**src/rtl/uart_frame_pkg.sv**
```systemverilog
// Shared types and constants for the NOTI frame parser.
//   state_e    : parser FSM states
//   err_code_e : abort cause reported on err_code
//   ASCII_*    : delimiter bytes, TAG_STR holds the "NOTI" tag
//   tag_char() : returns the expected tag byte for a tag index
package uart_frame_pkg;

  typedef enum logic [2:0] {
    ST_IDLE   = 3'd0,
    ST_TAG    = 3'd1,
    ST_SEP1   = 3'd2,
    ST_HANDLE = 3'd3,
    ST_SEP2   = 3'd4,
    ST_VALUE  = 3'd5,
    ST_TERM   = 3'd6
  } state_e;

  typedef enum logic [2:0] {
    ERR_NONE    = 3'd0,
    ERR_TAG     = 3'd1,
    ERR_SEP     = 3'd2,
    ERR_HEX     = 3'd3,
    ERR_TERM    = 3'd4,
    ERR_TIMEOUT = 3'd5
  } err_code_e;

  localparam logic [7:0]  ASCII_PCT   = 8'h25;
  localparam logic [7:0]  ASCII_COMMA = 8'h2C;
  localparam logic [31:0] TAG_STR     = 32'h4E4F5449;
  localparam int          TAG_LEN     = 4;

  // Expected tag byte for a given position, first character first.
  function automatic logic [7:0] tag_char(input logic [1:0] idx);
    logic [7:0] c;
    case (idx)
      2'd0:    c = TAG_STR[31:24];
      2'd1:    c = TAG_STR[23:16];
      2'd2:    c = TAG_STR[15:8];
      2'd3:    c = TAG_STR[7:0];
      default: c = 8'h00;
    endcase
    return c;
  endfunction

endpackage

```
**src/rtl/hex_digit_decode.sv**
```systemverilog
// Combinational ASCII hex digit decoder.
//   i_byte   : ASCII byte
//   o_nibble : decoded value (0 when not a hex digit)
//   o_valid  : 1 for 0-9, A-F, a-f
module hex_digit_decode (
  input  logic [7:0] i_byte,
  output logic [3:0] o_nibble,
  output logic       o_valid
);

  // Map the three ASCII hex ranges onto 0..15.
  always_comb begin
    o_nibble = 4'h0;
    o_valid  = 1'b0;
    if (i_byte >= 8'h30 && i_byte <= 8'h39) begin
      o_nibble = i_byte[3:0];
      o_valid  = 1'b1;
    end else if ((i_byte >= 8'h41 && i_byte <= 8'h46) ||
                 (i_byte >= 8'h61 && i_byte <= 8'h66)) begin
      // 'A'/'a' have low nibble 1, so +9 yields 10.
      o_nibble = i_byte[3:0] + 4'd9;
      o_valid  = 1'b1;
    end else begin
      o_nibble = 4'h0;
      o_valid  = 1'b0;
    end
  end

endmodule

```
**src/rtl/uart_frame_parser.sv**
```systemverilog
// Parses "%NOTI,<handle hex>,<value hex>%" frames from a byte stream.
//   clk, reset (async, active low)
//   byte_tick/byte_in  : one received byte per strobe
//   frame_tick         : pulse one cycle after the closing '%' of a good frame
//   handle/value       : last committed fields, first digit in the MSBs
//   err_tick/err_code  : pulse and cause of an aborted frame
//   frame_cnt/err_cnt  : good frames (wrapping), aborts (saturating)
module uart_frame_parser
  import uart_frame_pkg::*;
#(
  parameter int HANDLE_DIGITS = 4,
  parameter int VALUE_DIGITS  = 8,
  parameter int TIMEOUT_CYC   = 0
) (
  input  logic                       clk,
  input  logic                       reset,
  input  logic                       byte_tick,
  input  logic [7:0]                 byte_in,
  output logic                       frame_tick,
  output logic [4*HANDLE_DIGITS-1:0] handle,
  output logic [4*VALUE_DIGITS-1:0]  value,
  output logic                       err_tick,
  output logic [2:0]                 err_code,
  output logic [15:0]                frame_cnt,
  output logic [7:0]                 err_cnt
);

  localparam int         HW       = 4 * HANDLE_DIGITS;
  localparam int         VW       = 4 * VALUE_DIGITS;
  localparam logic [4:0] TAG_LAST = 5'(TAG_LEN - 1);
  localparam logic [4:0] H_LAST   = 5'(HANDLE_DIGITS - 1);
  localparam logic [4:0] V_LAST   = 5'(VALUE_DIGITS - 1);

  if (HANDLE_DIGITS < 1 || HANDLE_DIGITS > 8) begin : g_bad_handle
    $error("HANDLE_DIGITS must be in 1..8");
  end
  if (VALUE_DIGITS < 1 || VALUE_DIGITS > 16) begin : g_bad_value
    $error("VALUE_DIGITS must be in 1..16");
  end
  if (TIMEOUT_CYC < 0) begin : g_bad_timeout
    $error("TIMEOUT_CYC must be >= 0");
  end

  state_e          r_state, w_state_nxt;
  logic [4:0]      r_idx, w_idx_nxt;
  logic [HW-1:0]   r_work_h, r_handle;
  logic [VW-1:0]   r_work_v, r_value;
  logic            r_frame_tick, r_err_tick;
  err_code_e       r_err_code, w_abort_code;
  logic [15:0]     r_frame_cnt;
  logic [7:0]      r_err_cnt;
  logic            w_abort, w_commit, w_shift_h, w_shift_v, w_timeout;
  logic            w_is_pct, w_is_comma, w_hex_valid;
  logic [3:0]      w_nibble;

  hex_digit_decode u_hex (
    .i_byte   (byte_in),
    .o_nibble (w_nibble),
    .o_valid  (w_hex_valid)
  );

  assign w_is_pct   = (byte_in == ASCII_PCT);
  assign w_is_comma = (byte_in == ASCII_COMMA);

  if (TIMEOUT_CYC > 0) begin : g_timeout
    localparam int TO_W = (TIMEOUT_CYC > 1) ? $clog2(TIMEOUT_CYC) : 1;
    logic [TO_W-1:0] r_to_cnt;

    // Idle-cycle counter inside a frame; restarts on every accepted byte.
    always_ff @(posedge clk or negedge reset) begin
      if (!reset) begin
        r_to_cnt <= '0;
      end else if (byte_tick || r_state == ST_IDLE || w_timeout) begin
        r_to_cnt <= '0;
      end else begin
        r_to_cnt <= r_to_cnt + TO_W'(1);
      end
    end

    // Fires on the TIMEOUT_CYC-th consecutive cycle without a byte.
    assign w_timeout = (r_state != ST_IDLE) && !byte_tick &&
                       (r_to_cnt == TO_W'(TIMEOUT_CYC - 1));
  end else begin : g_no_timeout
    assign w_timeout = 1'b0;
  end

  // Next-state and per-byte actions of the frame grammar.
  always_comb begin
    w_state_nxt  = r_state;
    w_idx_nxt    = r_idx;
    w_abort      = 1'b0;
    w_abort_code = ERR_NONE;
    w_commit     = 1'b0;
    w_shift_h    = 1'b0;
    w_shift_v    = 1'b0;
    if (byte_tick) begin
      case (r_state)
        ST_IDLE: begin
          if (w_is_pct) begin
            w_state_nxt = ST_TAG;
            w_idx_nxt   = 5'd0;
          end else begin
            w_state_nxt = ST_IDLE;
          end
        end
        ST_TAG: begin
          if (byte_in == tag_char(r_idx[1:0])) begin
            if (r_idx == TAG_LAST) begin
              w_state_nxt = ST_SEP1;
              w_idx_nxt   = 5'd0;
            end else begin
              w_idx_nxt = r_idx + 5'd1;
            end
          end else begin
            w_abort      = 1'b1;
            w_abort_code = ERR_TAG;
          end
        end
        ST_SEP1, ST_SEP2: begin
          if (w_is_comma) begin
            w_state_nxt = (r_state == ST_SEP1) ? ST_HANDLE : ST_VALUE;
            w_idx_nxt   = 5'd0;
          end else begin
            w_abort      = 1'b1;
            w_abort_code = ERR_SEP;
          end
        end
        ST_HANDLE: begin
          if (w_hex_valid) begin
            w_shift_h = 1'b1;
            if (r_idx == H_LAST) begin
              w_state_nxt = ST_SEP2;
              w_idx_nxt   = 5'd0;
            end else begin
              w_idx_nxt = r_idx + 5'd1;
            end
          end else begin
            w_abort      = 1'b1;
            w_abort_code = ERR_HEX;
          end
        end
        ST_VALUE: begin
          if (w_hex_valid) begin
            w_shift_v = 1'b1;
            if (r_idx == V_LAST) begin
              w_state_nxt = ST_TERM;
              w_idx_nxt   = 5'd0;
            end else begin
              w_idx_nxt = r_idx + 5'd1;
            end
          end else begin
            w_abort      = 1'b1;
            w_abort_code = ERR_HEX;
          end
        end
        ST_TERM: begin
          if (w_is_pct) begin
            w_commit    = 1'b1;
            w_state_nxt = ST_IDLE;
            w_idx_nxt   = 5'd0;
          end else begin
            w_abort      = 1'b1;
            w_abort_code = ERR_TERM;
          end
        end
        default: begin
          w_state_nxt = ST_IDLE;
          w_idx_nxt   = 5'd0;
        end
      endcase
      // A '%' can only abort in TAG/SEP/digit slots (codes 1-3), and it
      // doubles as the start of the next frame, so resync onto the tag.
      if (w_abort) begin
        w_state_nxt = w_is_pct ? ST_TAG : ST_IDLE;
        w_idx_nxt   = 5'd0;
      end else begin
        w_idx_nxt = w_idx_nxt;
      end
    end else if (w_timeout) begin
      w_abort      = 1'b1;
      w_abort_code = ERR_TIMEOUT;
      w_state_nxt  = ST_IDLE;
      w_idx_nxt    = 5'd0;
    end else begin
      w_state_nxt = r_state;
    end
  end

  // State, working registers, committed fields, pulses and counters.
  always_ff @(posedge clk or negedge reset) begin
    if (!reset) begin
      r_state      <= ST_IDLE;
      r_idx        <= 5'd0;
      r_work_h     <= '0;
      r_work_v     <= '0;
      r_handle     <= '0;
      r_value      <= '0;
      r_frame_tick <= 1'b0;
      r_err_tick   <= 1'b0;
      r_err_code   <= ERR_NONE;
      r_frame_cnt  <= 16'd0;
      r_err_cnt    <= 8'd0;
    end else begin
      r_state      <= w_state_nxt;
      r_idx        <= w_idx_nxt;
      r_frame_tick <= w_commit;
      r_err_tick   <= w_abort;
      if (w_shift_h) begin
        r_work_h <= (r_work_h << 4'd4) | HW'(w_nibble);
      end
      if (w_shift_v) begin
        r_work_v <= (r_work_v << 4'd4) | VW'(w_nibble);
      end
      if (w_commit) begin
        r_handle    <= r_work_h;
        r_value     <= r_work_v;
        r_frame_cnt <= r_frame_cnt + 16'd1;
      end
      if (w_abort) begin
        r_err_code <= w_abort_code;
        if (r_err_cnt != 8'hFF) begin
          r_err_cnt <= r_err_cnt + 8'd1;
        end
      end
    end
  end

  assign frame_tick = r_frame_tick;
  assign err_tick   = r_err_tick;
  assign err_code   = r_err_code;
  assign handle     = r_handle;
  assign value      = r_value;
  assign frame_cnt  = r_frame_cnt;
  assign err_cnt    = r_err_cnt;

endmodule

```
**config.mk**
```make
export PLATFORM = sky130hd
export DESIGN_NAME = uart_frame_parser
export DESIGN_NICKNAME = d
export VERILOG_FILES = /design/src/rtl/uart_frame_pkg.sv /design/src/rtl/hex_digit_decode.sv /design/src/rtl/uart_frame_parser.sv
export SDC_FILE = /design/constraint.sdc
export NUM_CORES = 1
export LEC_CHECK = 0
export ABC_AREA = 0
export BUFFER_PORTS_ARGS = -buffer_cell sky130_fd_sc_hd__buf_2
export CAP_MARGIN = 0
export CORE_UTILIZATION = 45
export CTS_CLUSTER_DIAMETER = 60
export DETAILED_ROUTE_END_ITERATION = 16
export PLACE_DENSITY = 0.7
export SLEW_MARGIN = 20
export SYNTH_ARGS = -nofsm -noshare
export SYNTH_HDL_FRONTEND = slang
export SYNTH_HIERARCHICAL = 1
export SYNTH_SLANG_ARGS = --single-unit
```
**constraint.sdc**
```tcl
create_clock -name clk -period 3.31 [get_ports clk]
set_input_delay 0.662 -clock clk [delete_from_list [all_inputs] [get_ports clk]]
set_output_delay 0.662 -clock clk [all_outputs]
set_load 0.05 [all_outputs]
```
* Word level (Yosys, flattened, before mapping)
Index checks and enable logic that the tools add are counted.
Widths: inputs -> output; s select.
** Operators by class
- Muxes and demuxes :: 49
- Bitwise logic cells :: 2
- Eq/ne operators :: 24
- Magnitude comparators :: 6
- Reductions and logical operators :: 12
- Add/sub/neg operators :: 4
** Operators by type and width (number)
- $mux 5 :: 8
- $mux 3 :: 12
- $or 32x4->32 :: 1
- $pmux 8 s4 :: 1
- $pmux 5 s5 :: 1
- $mux 1 :: 18
- $ne 3x3->1 const B :: 6
- $pmux 3 s6 :: 1
- $add 16x1->16 const B :: 1
- $eq 8x6->1 const B :: 2
- $ge 8x7->1 const B :: 2
- $le 8x7->1 const B :: 2
- $mux 8 :: 2
- $or 16x4->16 :: 1
- $pmux 3 s4 :: 1
- $eq 3x3->1 const B :: 3
- $reduce_and 9->1 :: 1
- $add 8x1->8 const B :: 1
- $eq 8x8->1 :: 1
- $ge 8x6->1 const B :: 1
- $le 8x6->1 const B :: 1
- $mux 4 :: 2
- $ne 8x8->1 const B :: 1
- $eq 3x2->1 const B :: 2
- other kinds (18) :: 25
** Word-level totals
- Logic and storage cells :: 108
- Register bits after elaboration :: 133
- Input bits :: 11

* Longest topological paths before layout
Gate-level depths: netlist (run 1).
- Depth in word-level cells :: 10
- Gate-level depth with buffers :: 12

* By module
The synthesis (run 1) kept the hierarchy.
** By module, submodules not included
- uart_frame_parser :: instances 1, cells an instance 526, area each 5713.0 µm², sequential area each 3328.2 µm²
- hex_digit_decode :: instances 1, cells an instance 25, area each 203.9 µm², sequential area each 0.0 µm²

* Worst setup path after synthesis (run 1)
Ideal clock, no wire load.
- Path kind :: input port to flip-flop
- From :: input port byte_in[1]
- To :: register r_err_cnt[6], in the netlist err_cnt[6]
- Setup time :: 0.125 ns
- Stages on the path :: 11
- Slack :: 0.653 ns
- Arrival time :: 2.531 ns
- Data required time :: 3.185 ns
- Cell sequence :: inv_1 -> ha_1 -> o21bai_1 -> a21o_2 -> nand2_1 -> nor2_1 -> o2bb2ai_1 -> o22a_1 -> or3_4 -> and3_4 -> mux2_4
** Between the ends
- Word-level cells in the longest chain between the ends :: 10
- Elaborated cells on any way between the ends :: 23
- Those cells by class :: order compare: 6; eq/ne: 3; mux: 9; reduce/logical: 5
** RTL lines
- start: declaration :: line uart_frame_parser.sv:18 : input logic [7:0] byte_in,
- $ge 8x7->1 (tied with other cells) :: line hex_digit_decode.sv:18 : end else if ((i_byte >= 8'h41 && i_byte <= 8'h46) ||
- $logic_and 1x1->1, on equally long branches :: line hex_digit_decode.sv:18, hex_digit_decode.sv:19
- $logic_or 1x1->1 :: line hex_digit_decode.sv:18
- $mux 1 :: line hex_digit_decode.sv:18
- $mux 1 (*) :: line hex_digit_decode.sv:15 : if (i_byte >= 8'h30 && i_byte <= 8'h39) begin
- via w_hex_valid :: line uart_frame_parser.sv:53 : logic w_is_pct, w_is_comma, w_hex_valid;
- $mux 1 (*) :: line uart_frame_parser.sv:129, uart_frame_parser.sv:143
- $pmux 1 s4 (*) :: line uart_frame_parser.sv:97 : case (r_state)
- $mux 1 (*) (2 in a row) :: line uart_frame_parser.sv:96 : if (byte_tick) begin
- $reduce_and 2->1 (no source line) (*)
- end signal: assignment :: line uart_frame_parser.sv:222 : r_err_cnt <= r_err_cnt + 8'd1;
- end: declaration :: line uart_frame_parser.sv:51 : logic [7:0] r_err_cnt;
The timed path passes the listed nets; every way through them passes the cells marked *. The select of a mux whose other input is x is not followed.
A chain may end at the register's enable or synchronous reset.

* Final worst setup path (run 1)
- From :: input port byte_in[0]
- To :: register r_err_cnt[1], in the netlist err_cnt[1]
Same word-level chain as after synthesis.

==> results of run 1 <==
layout make-up:
class                           count  area share, %
Tap cell                          172           3.02
Timing Repair Buffer               95           7.39
Clock buffer                       27           6.92
Multi-Input combinational cell    386           34.4
Clock inverter                      4          0.983
Inverter                           11          0.579
Sequential cell                   133           46.7
layer usage:
layer	GRT usage, %	vias to the layer above	routed length [um]
met5	0	-	0
met4	7.76	0	178
met3	4.93	13	420
met2	28.5	90	5520
met1	24.4	2068	5450
li1	-	2037	-
through the flow:
| stage | cells | total power [uW] |
|---|---|---|
| finish | 828 | 4380 |
| global route | 828 | 4580 |
| CTS | 828 | 4430 |
| detailed placement | 797 | 2630 |
| global placement | 797 | 2600 |
| floorplan | 551 | 2400 |
kinds of logic (layout without fill, tap and decap cells):
group | count (synthesis) | after routing | share of synthesized area (%)
simple gates | 255 | 255 | 20.5
flops | 133 | 133 | 56.2
mux | 55 | 55 | 10.5
compound gates | 40 | 40 | 4.48
buf+inv | 32 | 137 | 2.28
xor+xnor | 25 | 25 | 3.70
fa+ha+maj | 11 | 11 | 2.33
final timing paths:
| path | startpoint | end |
|---|---|---|
| max in group asynchronous | reset | r_work_v[0]$_DFFE_PN0P_ |
| min in group clk | r_work_v[29]$_DFFE_PN0P_ | value[29]$_DFFE_PN0P_ |
| max | byte_in[0] | err_cnt[1]$_DFFE_PN0P_ |
| min reg2reg | r_work_v[29]$_DFFE_PN0P_ | value[29]$_DFFE_PN0P_ |
| max reg2reg | r_idx[1]$_DFFE_PN0P_ | err_code[1]$_DFFE_PN0P_ |
| min | reset | value[16]$_DFFE_PN0P_ |
worst max-delay path, stage by stage:
cell and delay (ns):
buf_2 0.15, inv_1 0.10, ha_1 0.20, nand2b_1 0.09, o211ai_1 0.31, nand2_1 0.19, nand2_1 0.13, o2111ai_1 0.12
o21ai_1 0.20, nor3_2 0.10, buf_4 0.18, nor2_1 0.19, mux2_2 0.35
cells in the final DEF (no fill, tap or decap), types with 3 or more instances in the layout:
cell type,instances
a21oi_1,9
and3_1,3
buf_2,86
buf_4,6
clkbuf_1,7
clkbuf_16,17
clkbuf_8,3
dfrtp_1,133
ha_1,11
inv_1,10
mux2_2,52
nand2_1,176
nand2b_1,8
nand3_1,14
nand4_1,5
nor2_1,10
nor3_1,9
nor3b_1,5
o21ai_0,12
xnor2_1,14
xor2_1,11
flip-flops by register name, indices dropped and copies added, names as in the netlist:
name and flops:
value 32, handle 16, frame_tick 1, err_code 3
err_tick 1, frame_cnt 16, r_idx 5, r_work_v 32
r_state 3, err_cnt 8, r_work_h 16
power by group:
group,switching [uW],internal (uW)
Combinational,513,274
Sequential,110,1700
Clock,622,1160
Total,1250,3140
==> flow_summary.json, run 1 <==
{
  "yosysTopAreaCell": "dfrtp_1",
  "fin_util_pct": 56.0,
  "synthCells": 551,
  "netlist.area_leader.share_pct": 56.2,
  "finalSetupViolCount": 0,
  "seq_area_um2": 3330,
  "holdCritPathClass": "in -> async",
  "clock_path_buffers": 2,
  "async_flop_share_pct": 100,
  "area_growth_syn_to_layout_pct": 20.5,
  "post-cts-setup-buffer-count": 0,
  "yosysMostFrequentCell": "nand2_1",
  "post_drt_wl_per_cell_um": 14.0,
  "slew_headroom_pct": 43.6,
  "root_buffer": "clkbuf_16",
  "core_um2": 12700,
  "period_needed_ns": 2.68,
  "stdcell_area_um2": 7130,
  "fin_skew_ns": 0.00723,
  "multi_input_area_um2": 2450,
  "cp_data_required_time_ns": 3.61,
  "crit_arrival_ns": 2.98,
  "numCtsBuffers": 17,
  "clkLatencyLatePin_ns": 0.41,
  "reg2reg_slack_ns": 0.93,
  "clkTransAtPathRegs_ns": 0.05,
  "portBuffers": 87,
  "ir_drop_uv": 646,
  "critPathMaxFanout": 10,
  "ys_seq_elements": 133,
  "grt_start_max_net_pins": 83,
  "cts_sinks": 133,
  "hold_viol_final": 0,
  "fin_setup_tns_ns": 0,
  "power_density_nw_per_um2": 615,
  "setup_ws_ns": 0.626,
  "drtAntennaViolNets": 0,
  "grt_util_all_layers_pct": 18.4,
  "critPathLaunchType": "input pin",
  "fillers": 1118,
  "drt_iter0_drc": 281,
  "start_util_pct": 46.5,
  "ctsResizeCount": 0,
  "reg2reg_depth": 8,
  "worstMarginPinSlew_ns": 0.837,
  "cts-htree-levels": 4,
  "place_congestion": 0.837,
  "nets": 666,
  "drc": 0,
  "synth-edff-count": 0,
  "grt_setup_unrepaired": "no",
  "post_drt_via_cell_ratio": 5.08,
  "gr-total-overflow": 0,
  "pre_cts_slack_ns": 0.222,
  "io_pins": 88,
  "grt_antenna_before_repair": 0,
  "syn_nets": 573,
  "maxCapViolCount": 0,
  "first_pass_iters": 4,
  "ys.flop_type": "dfrtp_1",
  "grt_pass1_wl_um": 19100,
  "max_freq_mhz": 373,
  "grt_pass1_vias": 3994,
  "postCtsHoldBufs": 0,
  "antenna_cells": 0,
  "finalWirelength_um": 11600,
  "postPlaceCellArea_um2": 6570,
  "synthTopCellsByCount": "nand2_1 (176), dfrtp_1 (133), mux2_2 (52), nand3_1 (14), xnor2_1 (14)",
  "period_share_pct": 81.1,
  "drive_gt1_share_pct": 28.7,
  "synth_cell_types": 57,
  "synthesis.area_um2": 5920,
  "slew_viol_final": 0,
  "yosys_warnings": 6,
  "yosys-top-cells-area": "dfrtp_1 (56%), nand2_1 (11%), mux2_2 (9.9%)",
  "critPathKind": "in -> reg",
  "whs_ns": 0.190,
  "syn_avg_cell_area_um2": 10.7,
  "synth_seq_area_share_pct": 56.2,
  "fp.dieH_um": 117,
  "dieArea_um2": 13600,
  "placementRows": 41,
  "p_leak_uw": 0.00384,
  "cp-end-kind": "register",
  "cts_tree": "yes",
  "dp_hpwl_um": 7880,
  "num_vias": 4208,
  "outcome": "finished clean",
  "die_x_um": 117
}
Note: power is estimated with default switching activity, not from simulation.
==> run 2: changes to the inputs <==
ABC_AREA = 1   (was 0)
PLACE_DENSITY = 0.73   (was 0.7)
clock period = 2.36 ns   (was 3.31 ns; I/O delays follow)
==> flow_summary.json, run 2 <==
{
  "outcome": "finished clean",
  "synth_adder_area_share_pct": 2.25,
  "syn_avg_cell_area_um2": 8.54,
  "dieArea_um2": 14000,
  "drc": 0,
  "post_drt_via_cell_ratio": 4.79,
  "drtAntennaViolNets": 0,
  "ys.flop_type": "dfrtp_1",
  "area_growth_syn_to_layout_pct": 20.2,
  "post_drt_wl_per_cell_um": 12.5,
  "root_buffer": "clkbuf_16",
  "drive_gt1_share_pct": 19.5,
  "grt_start_max_net_pins": 78,
  "yosys.area_share.simple_pct": 22.5,
  "pwr-share-seq_pct": 41.5,
  "cpMostUsedCell": "nand2_1",
  "power.switching_uw": 1790,
  "switching_share_pct": 30.1,
  "clkLatencyLatePin_ns": 0.42,
  "slowest_delay_ns": 0.46,
  "fin_util_pct": 55.4,
  "mostFrequentLayoutCells": "nand2_1 (221), dfrtp_1 (133), inv_1 (93), buf_2 (86), o21ai_0 (85)",
  "combPwrFrac_pct": 15.9,
  "grt_pass1_vias": 4521,
  "cp-end-kind": "register",
  "place_inst": 963,
  "hold_viol_final": 0,
  "grt_util_all_layers_pct": 19.4,
  "synth-edff-count": 0,
  "synthTopCellsByCount": "nand2_1 (222), dfrtp_1 (133), inv_1 (93), o21ai_0 (85), nand3_1 (24)",
  "final_common_cell": "nand2_1",
  "syn_nets": 737,
  "maxCapViolCount": 0,
  "placementRows": 42,
  "netlist.area_leader.share_pct": 54.5,
  "ys_seq_elements": 133,
  "power_uw": 5940,
  "first_pass_iters": 4,
  "yosys-top-cells-area": "dfrtp_1 (55%), nand2_1 (14%), o21ai_0 (7.0%)",
  "synth_seq_area_share_pct": 54.5,
  "ir_drop_uv": 561,
  "period_share_pct": 83.1,
  "io_pins": 88,
  "synth_cell_types": 32,
  "yosysMostFrequentCell": "nand2_1",
  "p_clk_share_pct": 42.6,
  "cp_slowest_cell": "dfrtp_1",
  "numCtsBuffers": 17,
  "nets": 828,
  "core_um2": 13200,
  "num_vias": 4770,
  "fin_setup_tns_ns": 0,
  "postPlaceCellArea_um2": 6770,
  "dp_hpwl_um": 8450,
  "cts_tree": "yes",
  "portBuffers": 87,
  "async_flop_share_pct": 100,
  "cp_data_required_time_ns": 2.70,
  "fin_skew_ns": 0.00664,
  "place_congestion": 0.842,
  "grt_pass1_wl_um": 21600,
  "drt_iter0_drc": 391,
  "post-cts-setup-buffer-count": 0,
  "p_leak_uw": 0.00367,
  "synth_top_family_by_area": "simple AND/OR/NAND/NOR gates",
  "finalWirelength_um": 12400,
  "postCtsHoldBufs": 0,
  "start_util_pct": 46.1,
  "crit_arrival_ns": 2.30,
  "synth_xor_area_share_pct": 3.16,
  "grt_antenna_before_repair": 0,
  "slew_viol_final": 0,
  "die_x_um": 118,
  "power_density_nw_per_um2": 810,
  "clkTransAtPathRegs_ns": 0.06,
  "grt_setup_unrepaired": "no",
  "slew_headroom_pct": 60.0,
  "internal-power_uw": 4150,
  "synthMuxAreaShare_pct": 0,
  "stdcell_count": 995,
  "finalSetupViolCount": 0,
  "stdcell_area_um2": 7340,
  "synthesis.area_um2": 6110,
  "path_cells": "inv_1 > ha_1 > nor2_1 > nand2_1 > nand2_1 > nand2_1 > o21bai_2 > nand2_4 > inv_2 > nand2_1 > o21ai_0",
  "yosysTopAreaCell": "dfrtp_1",
  "gr-total-overflow": 0,
  "max_freq_mhz": 510,
  "synth-compound-area-share_pct": 10.1,
  "synthCells": 715,
  "period_needed_ns": 1.96,
  "critPathMaxFanout": 7,
  "cts_sinks": 133,
  "worstMarginPinSlew_ns": 0.600,
  "antenna_cells": 0,
  "fp.dieH_um": 118,
  "clock_path_buffers": 2,
  "ctsResizeCount": 0,
  "fillers": 1269,
  "holdCritPathClass": "in -> async",
  "critPathLaunchType": "register",
  "critPathKind": "reg -> reg",
  "cts-htree-levels": 4,
  "yosys_warnings": 6
}
[run 2: changes by cell type after synthesis, sizes merged, moves of 4 or more]
cell	change
o21ai	+91
a21oi	-5
mux2	-53
nor3	+5
clkbuf	+4
nand3	+13
nand2	+54
and3	-5
nand4	+7
nand2b	-8
nor2	+18
nor3b	-5
inv	+86
[run 2: metal layers]
layer | vias to the layer above | routed length (um) | GRT usage, %
met5 | - | 0 | 0
met4 | 0 | 174 | 6.65
met3 | 12 | 491 | 5.55
met2 | 88 | 5550 | 29.8
met1 | 2221 | 6180 | 26.5
li1 | 2449 | - | -
[run 2: per-stage QoR]
step / setup slack, ns / hold WS (ns)
floorplan: 0.410 / 0.176
global placement: 0.188 / 0.452
detailed placement: 0.0828 / 0.461
CTS: 0.388 / 0.0568
global route: 0.176 / 0.0736
finish: 0.399 / 0.0323
[run 2: path summary, 6_finish.rpt]
kind                                            start                       end  slack, ns  depth (start not counted)
worst max-delay path             r_idx[1]$_DFFE_PN0P_    r_state[1]$_DFFE_PN0P_       0.40                         11
worst min-delay path                            reset     value[26]$_DFFE_PN0P_       0.03                          1
worst max register to register   r_idx[1]$_DFFE_PN0P_    r_state[1]$_DFFE_PN0P_       0.40                         11
worst min register to register  value[30]$_DFFE_PN0P_     value[30]$_DFFE_PN0P_       0.47                          2
max in group asynchronous                       reset  frame_cnt[6]$_DFFE_PN0P_       1.66                          2
min in group clk                value[30]$_DFFE_PN0P_     value[30]$_DFFE_PN0P_       0.47                          2
[run 2: cells by family (layout without fill, tap and decap cells)]
logic type	count (synthesis)	in the layout
simple gates	316	316
buf+inv	119	223
fa+ha+maj	11	11
xor+xnor	22	22
flops	133	133
compound gates	114	114
[run 2: layout make-up]
cell class | instances | area, um2 | area share [%]
Inverter | 97 | 364 | 4.96
Clock buffer | 21 | 470 | 6.41
Multi-Input combinational cell | 463 | 2330 | 31.7
Sequential cell | 133 | 3330 | 45.3
Timing Repair Buffer | 94 | 532 | 7.25
Tap cell | 176 | 220 | 3.00
Clock inverter | 11 | 98.8 | 1.35
[run 2: power by group through the flow]
stage	clock network, uW	registers [uW]	logic, uW
final	2530	2470	945
after global routing	2670	2480	1050
after CTS	2560	2470	950
after detailed placement	0	2510	944
after global placement	0	2500	919
after floorplan	0	2670	532
[run 2: worst max-delay path: cells and delay by family, from the launching register on]
kind            cells  cell delay (ns)
compound gates      2             0.43
fa+ha+maj           1             0.24
buf+inv             2             0.24
flops               1             0.46
simple gates        6             0.49
==> run 3: changes to the inputs <==
ABC_AREA = 0   (was 1)
PLACE_DENSITY = 0.7   (was 0.73)
clock period = 2 ns   (was 2.36 ns; I/O delays follow)
==> flow_summary.json, run 3 (synthesized netlist as in run 1, its figures left out) <==
{
  "outcome": "finished with violations",
  "violations": "negative setup slack",
  "use_met3_pct": 5.24,
  "cts_tree": "yes",
  "portBuffers": 87,
  "fin_util_pct": 61.5,
  "grt_pass1_wl_um": 21100,
  "cp_slowest_cell": "dfrtp_2",
  "path_buf_inv": 0,
  "finalSetupViolCount": 11,
  "grt_start_max_net_pins": 50,
  "grt_antenna_before_repair": 0,
  "critPathLaunchType": "register",
  "path_cells": "ha_4 > or3_4 > o22ai_2 > o2bb2ai_2 > or3_4 > and3_4 > mux2_4",
  "postPlaceCellArea_um2": 7000,
  "max_freq_mhz": 462,
  "slew_viol_final": 0,
  "critPathKind": "reg -> reg",
  "critPathMaxFanout": 5,
  "place_congestion": 0.850,
  "fin_setup_tns_ns": -0.745,
  "grt-busiest-layer": "met2",
  "core_um2": 12700,
  "grtUsageMet2_pct": 34.5,
  "root_buffer": "clkbuf_16",
  "maxCapViolCount": 0,
  "post_drt_wl_per_cell_um": 14.5,
  "grt_setup_unrepaired": "yes",
  "hold_viol_final": 0,
  "fp.dieH_um": 117,
  "dp_hpwl_um": 8820,
  "slowest_delay_ns": 0.47,
  "die_x_um": 117,
  "stdcell_area_um2": 7820,
  "gr-total-overflow": 0,
  "area_growth_syn_to_layout_pct": 32.2,
  "cpMostUsedCell": "or3_4",
  "num_vias": 4441,
  "first_pass_iters": 5,
  "cts_sinks": 133,
  "placementRows": 41,
  "hold_depth": 2,
  "grt_util_all_layers_pct": 20.4,
  "critical-path-top-delay-family": "simple AND/OR/NAND/NOR gates",
  "clkLatencyLatePin_ns": 0.41,
  "cts-htree-levels": 4,
  "fin_skew_ns": 0.00716,
  "cp_num_cells": 7,
  "drt_iter0_drc": 279,
  "grt_use_met1_pct": 25.4,
  "setup_ws_ns": -0.166,
  "drive_gt1_share_pct": 38.2,
  "cp-end-kind": "register",
  "crit_arrival_ns": 2.47,
  "finalWirelength_um": 12700,
  "drc": 0,
  "ir_drop_uv": 822,
  "start_util_pct": 46.5,
  "dieArea_um2": 13600,
  "period_share_pct": 108,
  "reg2reg_depth": 7,
  "io_pins": 88,
  "worstMarginPinSlew_ns": 0.488,
  "power_density_nw_per_um2": 1050,
  "mostFrequentLayoutCells": "nand2_1 (175), dfrtp_1 (131), buf_2 (86), mux2_2 (50), buf_4 (49)",
  "antenna_cells": 0,
  "post_drt_via_cell_ratio": 5.05,
  "drtAntennaViolNets": 0,
  "numCtsBuffers": 17,
  "grt_pass1_vias": 4389,
  "p_leak_uw": 0.00416,
  "slew_headroom_pct": 67.5,
  "holdCritPathClass": "in -> reg",
  "clock_path_buffers": 2,
  "clkTransAtPathRegs_ns": 0.06,
  "final_common_cell": "nand2_1",
  "period_needed_ns": 2.17,
  "nets": 716,
  "cp_data_required_time_ns": 2.30
}
==> run 3: cell types whose count changed in the layout (fill, tap and decap cells not counted), sizes merged, moves of 5 or more <==
cell,change
o21ai,-91
nor3b,+5
nor2,-18
nand3,-13
nor3,-5
a21oi,+5
nand4,-7
mux2,+53
nand2,-54
nand2b,+8
and3,+5
inv,-88
buf,+50
==> run 3: metrics by stage <==
| stage | hold slack [ns] | worst slack (ns) | std cells | power (uW) |
|---|---|---|---|---|
| after floorplan | 0.104 | -0.232 | 551 | 4040 |
| after global placement | 0.372 | -0.422 | 840 | 4610 |
| after detailed placement | 0.380 | -0.495 | 840 | 4650 |
| after CTS | 0.345 | -0.150 | 877 | 8250 |
| after global routing | 0.364 | -0.223 | 879 | 8630 |
| final | 0.368 | -0.166 | 879 | 8250 |
==> run 3: path summary, 6_finish.rpt <==
| kind | from | to | slack, ns |
|---|---|---|---|
| worst max-delay path | r_idx[0]$_DFFE_PN0P_ | err_cnt[6]$_DFFE_PN0P_ | -0.17 |
| worst min-delay path | byte_tick | r_state[0]$_DFFE_PN0P_ | 0.37 |
| worst max register to register | r_idx[0]$_DFFE_PN0P_ | err_cnt[6]$_DFFE_PN0P_ | -0.17 |
| worst min register to register | handle[5]$_DFFE_PN0P_ | handle[5]$_DFFE_PN0P_ | 0.47 |
| max in group asynchronous | reset | r_work_v[12]$_DFFE_PN0P_ | 0.83 |
| min in group asynchronous | reset | value[14]$_DFFE_PN0P_ | 0.51 |
==> run 3: timing repair <==
item / CTS / global route
setup buffers: 4 / 2
resized for setup: 15 / 15
cloned: 0 / 0
endpoints found under the hold margin: 46 / 0
endpoints found under the setup margin: 19 / 22
hold buffers: 1 / 0
pin swaps: 9 / 5
==> run 3: report_power, final <==
group | total, uW | switching, uW | internal, uW
Combinational | 1900 | 1070 | 831
Clock | 3390 | 1120 | 2280
Sequential | 2960 | 141 | 2820
==> run 3: final cells by class <==
class | instances | area (um2)
clock inverters | 12 | 201
repair buffers | 145 | 953
multi-input cells | 386 | 2620
clock buffers | 20 | 457
flip-flops and latches | 133 | 3330
inverters | 11 | 48.8
well taps | 172 | 215
fillers | 1084 | 4900
==> run 3: layer usage <==
| layer | part of all wire, % | routed length, um |
|---|---|---|
| met5 | 0 | 0 |
| met1 | 46 | 5840 |
| met2 | 49 | 6300 |
| met4 | 1.2 | 150 |
| met3 | 3.6 | 453 |
